**config.mk**
```make
export PLATFORM = sky130hd
export DESIGN_NAME = dmem_io
export DESIGN_NICKNAME = d
export VERILOG_FILES = /design/src/rtl/dmem_io.sv
export SDC_FILE = /design/constraint.sdc
export NUM_CORES = 2
export LEC_CHECK = 0
export BUFFER_PORTS_ARGS = -buffer_cell sky130_fd_sc_hd__buf_2
export CAP_MARGIN = 10
export CORE_ASPECT_RATIO = 0.7
export CORE_MARGIN = 1
export CORE_UTILIZATION = 35
export CTS_BUF_LIST = sky130_fd_sc_hd__clkbuf_16
export DETAILED_ROUTE_END_ITERATION = 12
export PLACE_DENSITY = 0.53
export REMOVE_ABC_BUFFERS = 1
export SLEW_MARGIN = 40
export SYNTH_ARGS = -nofsm -noshare
export SYNTH_HDL_FRONTEND = slang
export SYNTH_SLANG_ARGS = --single-unit
export TNS_END_PERCENT = 20
```
**constraint.sdc**
```tcl
create_clock -name CLK -period 4.39 [get_ports CLK]
set_clock_uncertainty 0.2 [all_clocks]
set_input_delay 0.878 -clock CLK [delete_from_list [all_inputs] [get_ports CLK]]
set_output_delay 0.878 -clock CLK [all_outputs]
set_load 0.02 [all_outputs]
```
**src/rtl/dmem_io.sv**
```systemverilog
// dmem_io: data-side responder for the 8-bit minesweeper CPU (224-byte RAM plus memory-mapped I/O).
// Optional button debounce is enabled by defining DMEM_IO_DEBOUNCE_EN.
module dmem_io #(
  parameter int TICK_DIV        = 50000,
  parameter int DEBOUNCE_CYCLES = 16
) (
  input  logic       CLK,
  input  logic       RESET,
  input  logic [7:0] ADDR,
  input  logic [7:0] WDATA,
  input  logic       MW,
  input  logic       RE,
  output logic [7:0] Din,
  input  logic [4:0] BTN,
  input  logic [7:0] SW,
  output logic [7:0] LED,
  output logic [7:0] DISP
);

  localparam logic [7:0] ADDR_BTN   = 8'hE0;
  localparam logic [7:0] ADDR_SW    = 8'hE1;
  localparam logic [7:0] ADDR_TICK  = 8'hE2;
  localparam logic [7:0] ADDR_RAND  = 8'hE3;
  localparam logic [7:0] ADDR_LED   = 8'hE4;
  localparam logic [7:0] ADDR_DISP  = 8'hE5;
  localparam logic [7:0] RAM_TOP    = 8'hE0;
  localparam logic [7:0] LFSR_SEED  = 8'hA5;
  localparam logic [7:0] LFSR_TAPS  = 8'hB8;

  localparam int             PS_W    = $clog2(TICK_DIV);
  localparam logic [PS_W-1:0] PS_LAST = PS_W'(TICK_DIV - 1);

  if (TICK_DIV < 2 || DEBOUNCE_CYCLES < 1) begin : gParamCheck
    $error("dmem_io: TICK_DIV must be >= 2 and DEBOUNCE_CYCLES >= 1");
  end

  function automatic logic [7:0] lfsrStep(input logic [7:0] r);
    lfsrStep = r[0] ? ((r >> 1) ^ LFSR_TAPS) : (r >> 1);
  endfunction

  // An all-zero seed would lock the LFSR, so it is replaced by the reset seed.
  function automatic logic [7:0] lfsrLoad(input logic [7:0] d);
    lfsrLoad = (d == 8'h00) ? LFSR_SEED : d;
  endfunction

  logic [7:0]      ram [0:223];
  logic [4:0]      btnSync1, btnSync2;
  logic [4:0]      btnLevel, btnPrev, btnRise;
  logic [4:0]      btnFlags;
  logic [7:0]      swSync1, swSync2;
  logic [PS_W-1:0] prescale;
  logic [7:0]      tick;
  logic [7:0]      lfsr;
  logic            ramSel, clearFlags, tickTerm;

  assign ramSel     = (ADDR < RAM_TOP);
  assign clearFlags = RE && (ADDR == ADDR_BTN);
  assign tickTerm   = (prescale == PS_LAST);

  // RAM: no reset; writes are dropped while RESET is held
  always_ff @(posedge CLK) begin
    if (MW && ramSel && !RESET) begin
      ram[ADDR] <= WDATA;
    end
  end

  // Input synchronizers for buttons and switches
  always_ff @(posedge CLK or posedge RESET) begin
    if (RESET) begin
      btnSync1 <= '0;
      btnSync2 <= '0;
      swSync1  <= '0;
      swSync2  <= '0;
    end else begin
      btnSync1 <= BTN;
      btnSync2 <= btnSync1;
      swSync1  <= SW;
      swSync2  <= swSync1;
    end
  end

`ifdef DMEM_IO_DEBOUNCE_EN
  localparam int             DB_W    = $clog2(DEBOUNCE_CYCLES + 1);
  localparam logic [DB_W-1:0] DB_LAST = DB_W'(DEBOUNCE_CYCLES - 1);

  logic [DB_W-1:0] dbCnt [5];

  // Accepted level flips only after the raw level disagrees for DEBOUNCE_CYCLES straight cycles
  always_ff @(posedge CLK or posedge RESET) begin
    if (RESET) begin
      btnLevel <= '0;
      for (int i = 0; i < 5; i++) begin
        dbCnt[i] <= '0;
      end
    end else begin
      for (int i = 0; i < 5; i++) begin
        if (btnSync2[i] != btnLevel[i]) begin
          if (dbCnt[i] == DB_LAST) begin
            btnLevel[i] <= btnSync2[i];
            dbCnt[i]    <= '0;
          end else begin
            dbCnt[i] <= dbCnt[i] + 1'b1;
          end
        end else begin
          dbCnt[i] <= '0;
        end
      end
    end
  end
`else
  assign btnLevel = btnSync2;
`endif

  assign btnRise = btnLevel & ~btnPrev;

  // Sticky flags: a same-cycle set survives the clear-on-read
  always_ff @(posedge CLK or posedge RESET) begin
    if (RESET) begin
      btnPrev  <= '0;
      btnFlags <= '0;
    end else begin
      btnPrev <= btnLevel;
      if (clearFlags) begin
        btnFlags <= btnRise;
      end else begin
        btnFlags <= btnFlags | btnRise;
      end
    end
  end

  // Tick prescaler and counter; CPU writes override the increment
  always_ff @(posedge CLK or posedge RESET) begin
    if (RESET) begin
      prescale <= '0;
      tick     <= '0;
    end else begin
      if (tickTerm) begin
        prescale <= '0;
      end else begin
        prescale <= prescale + 1'b1;
      end
      if (MW && (ADDR == ADDR_TICK)) begin
        tick <= WDATA;
      end else if (tickTerm) begin
        tick <= tick + 8'd1;
      end
    end
  end

  // LFSR and output registers
  always_ff @(posedge CLK or posedge RESET) begin
    if (RESET) begin
      lfsr <= LFSR_SEED;
      LED  <= '0;
      DISP <= '0;
    end else begin
      if (MW && (ADDR == ADDR_RAND)) begin
        lfsr <= lfsrLoad(WDATA);
      end else begin
        lfsr <= lfsrStep(lfsr);
      end
      if (MW && (ADDR == ADDR_LED)) begin
        LED <= WDATA;
      end
      if (MW && (ADDR == ADDR_DISP)) begin
        DISP <= WDATA;
      end
    end
  end

  // Zero-latency read mux
  always_comb begin
    Din = 8'h00;
    if (ramSel) begin
      Din = ram[ADDR];
    end else begin
      unique case (ADDR)
        ADDR_BTN:  Din = {3'b000, btnFlags};
        ADDR_SW:   Din = swSync2;
        ADDR_TICK: Din = tick;
        ADDR_RAND: Din = lfsr;
        ADDR_LED:  Din = LED;
        ADDR_DISP: Din = DISP;
        default:   Din = 8'h00;
      endcase
    end
  end

endmodule

```
==> results.ini <==
[placement]
gp_congestion=0.834
port-buffer-count=56
pre_cts_ws_ns=-1.15
dp_hpwl_mm=139

[job]
maxCapViolCount=0

[grt]
grt_pass1_vias=38800
groute.usage.overall=0.202
grt_start_max_net_pins=185
overflow=0
grt_pass1_wl_mm=301
antenna_found_initial=15

[sta]
maxSlewViolCount=0
finalSetupTns_ns=-3.27
whs_ns=0.147
hold_viol=0
slew_headroom=0.374
rsz0062_at_grt=true
worstMarginPinSlew_ns=0.935
fin_ws_ns=-0.463
finalSetupViolations=8
max_freq_mhz=206
min_period_over_period=1.11
period_needed_ns=4.85

[final_layout]
antenna_cells=0
area_growth_pct=22.7
drive_above_1_share=0.340
fin_nets=4515
fillCellCount=18000
postLayoutCoreUtil=0.434

[floorplan]
core_area_um2=206000
die_y_um=384
start_util=0.354
rows=139
dieArea_um2=211000
fp.dieW_um=548
io_pins=57

[synthesis]
synth_top_family_by_area=multiplexers
synth.yosys.seq_area_share=0.766
synth-xor-area-share=0.00264
async_flop_share=0.0448
synthSimpleGateAreaFrac=0.0317
synth_fa_ha_area_frac=0.000343
ys_ff_latch=1876
netlist_instances=3670
synth_compound_area_frac=0.0351
synth_edf_count=1792
ys.warnings.count=0
synth_cell_type_count=63
netlist_area_um2=73000
synth.avg_cell_area_um2=19.9
synth_mux_area_frac=0.149
synthFlopType=edfxtp_1

[clock_tree]
cts_buffers=182
h-tree-depth=4
clock-sinks=1876
cts_buffer_depth=4
clk_pin_slew_ns=0.06
insertion_delay_ns=0.82
cts_root_buf=clkbuf_16
cts_tree=done

[critical_path]
critPathMaxFanout=8
worstSetupPathType=in -> out
cp-start-kind=primary input
critical_path_required_ns=3.31
end_kind=output port
cp_data_arrival_time_ns=3.78

[drt]
drt_wl_total_mm=214
ant_nets=0
avgViaCountPerCell=5.43
initialDrtViolationCount=5349
vias=40000
dr.max_layer_used=met4
drc=0
wl_met1_mm=101
dr_wl_met3_mm=20.7
dr.pass1.iters=5
wire_per_inst_um=29.1
met2WireLength_mm=88.8

[pwr]
power_density_nw_per_um2=423
irDropWorstVdd_uv=345
p_leak_nw=30.2

[outcome]
status=finished with violations
violations=negative setup slack

[min_path]
min_path_type=reg -> reg

## metal layers
metal	GRT usage	vias up
met1	0.323	21200
li1	-	16700
met4	0.0338	0
met2	0.281	1833
met5	0	-
met3	0.0444	219
## worst max-delay path, stage by stage
cell and delay [ns]:
buf_16 0.14, buf_6 0.14, buf_12 0.14, buf_8 0.14, buf_6 0.13, nand2_4 0.05
buf_12 0.12, buf_4 0.11, buf_4 0.12, o22ai_1 0.14, o41ai_4 0.49, nand3_4 0.12
nor4_4 0.54, buf_4 0.22, a31oi_4 0.06, buf_6 0.19
## sequential cells by signal, summed over array words and instances (netlist names), 8 cells and up
signal    cells
ram        1792
prescale     16
DISP          8
LED           8
lfsr          8
swSync1       8
swSync2       8
tick          8
## cell type report
type / count / area [um2] / share of cell area
Sequential cell: 1876 / 55900 / 0.624
Clock buffer: 188 / 4700 / 0.0525
Tap cell: 2749 / 3440 / 0.0384
Inverter: 11 / 42.5 / 0.000475
Clock inverter: 134 / 1090 / 0.0122
Multi-Input combinational cell: 1568 / 16500 / 0.184
Timing Repair Buffer: 841 / 7930 / 0.0885
## report_power, final
group	switching [mW]	internal, mW	total (mW)
clock network	6.70	8.84	15.5
registers	0.0810	19.7	19.8
logic	1.50	1.08	2.58
total	8.28	29.6	37.9
## cell usage after synthesis, types with 7 or more instances
library cell / count / area, um2
o22ai_1: 41 / 257
buf_4: 38 / 285
a22oi_1: 98 / 736
mux2_2: 50 / 563
a21oi_1: 67 / 335
nand3_1: 56 / 280
xnor2_1: 11 / 96.3
buf_1: 15 / 56.3
nor3_1: 21 / 105
xor2_1: 11 / 96.3
a222oi_1: 7 / 70.1
mux4_2: 361 / 8130
nand2_1: 92 / 345
a31oi_1: 17 / 106
o22a_1: 13 / 114
dfrtp_1: 80 / 2000
a22o_1: 14 / 123
nor2b_1: 13 / 81.3
o221ai_1: 11 / 96.3
and2_1: 7 / 43.8
nor4_1: 12 / 75.1
buf_2: 78 / 390
and3_1: 9 / 56.3
o21ai_0: 62 / 310
nor2_1: 293 / 1100
o211ai_1: 8 / 60.1
mux2i_1: 219 / 2190
clkbuf_1: 78 / 293
edfxtp_1: 1792 / 53800
inv_1: 10 / 37.5
a211oi_1: 9 / 67.6
## final timing paths
path,startpoint,endpoint,cells after the start,slack [ns]
min in group asynchronous,RESET,LED[3],3,0.42
worst max-delay path,ADDR[0],Din[4],16,-0.46
max in group asynchronous,RESET,btnLevel[1],4,2.60
worst min-delay path,btnSync1[0],btnLevel[0],0,0.15
worst min register to register,btnSync1[0],btnLevel[0],0,0.15
worst max register to register,prescale[0],tick[6],6,1.89
## kinds of logic after synthesis
| kind of cell | Yosys count |
|---|---|
| flops | 1876 |
| fa+ha+maj | 2 |
| xor+xnor | 22 |
| buf+inv | 226 |
| compound gates | 381 |
| mux | 630 |
| simple gates | 533 |
## metrics by stage
stage / power, mW / instances / area (um2)
3_5_place_dp: 22.5 / 6956 / 82000
2_1_floorplan: 20.9 / 3455 / 71900
5_1_grt: 39.0 / 7367 / 89600
3_3_place_gp: 22.5 / 6956 / 82000
4_1_cts: 38.1 / 7331 / 88900
6_report: 37.9 / 7367 / 89600
## placed cells by master (no fill, tap or decap), types with 18 or more instances in the layout
cell | netlist | final
nor2_1 | 293 | 287
bufinv_16 | 0 | 19
edfxtp_1 | 1792 | 1792
inv_1 | 10 | 51
o21ai_0 | 62 | 56
mux2i_1 | 219 | 213
dfrtp_1 | 80 | 80
mux2_2 | 50 | 50
buf_6 | 6 | 25
nand3_1 | 56 | 53
clkinv_2 | 0 | 25
buf_4 | 38 | 645
buf_2 | 78 | 36
clkbuf_16 | 0 | 189
clkinv_1 | 0 | 39
nor3_1 | 21 | 18
o22ai_1 | 41 | 38
a21oi_1 | 67 | 59
mux4_2 | 361 | 361
a22oi_1 | 98 | 89
nand2_1 | 92 | 87
buf_12 | 0 | 86
## repair_timing
action | CTS | global route
pin swaps | 19 | 19
setup buffers | 33 | 29
endpoints found under the setup margin | 8 | 8
resized for setup | 122 | 52
cloned | 6 | 1
hold buffers | 14 | 0
endpoints found under the hold margin | 31 | 0
(Power assumes the default switching activity.)
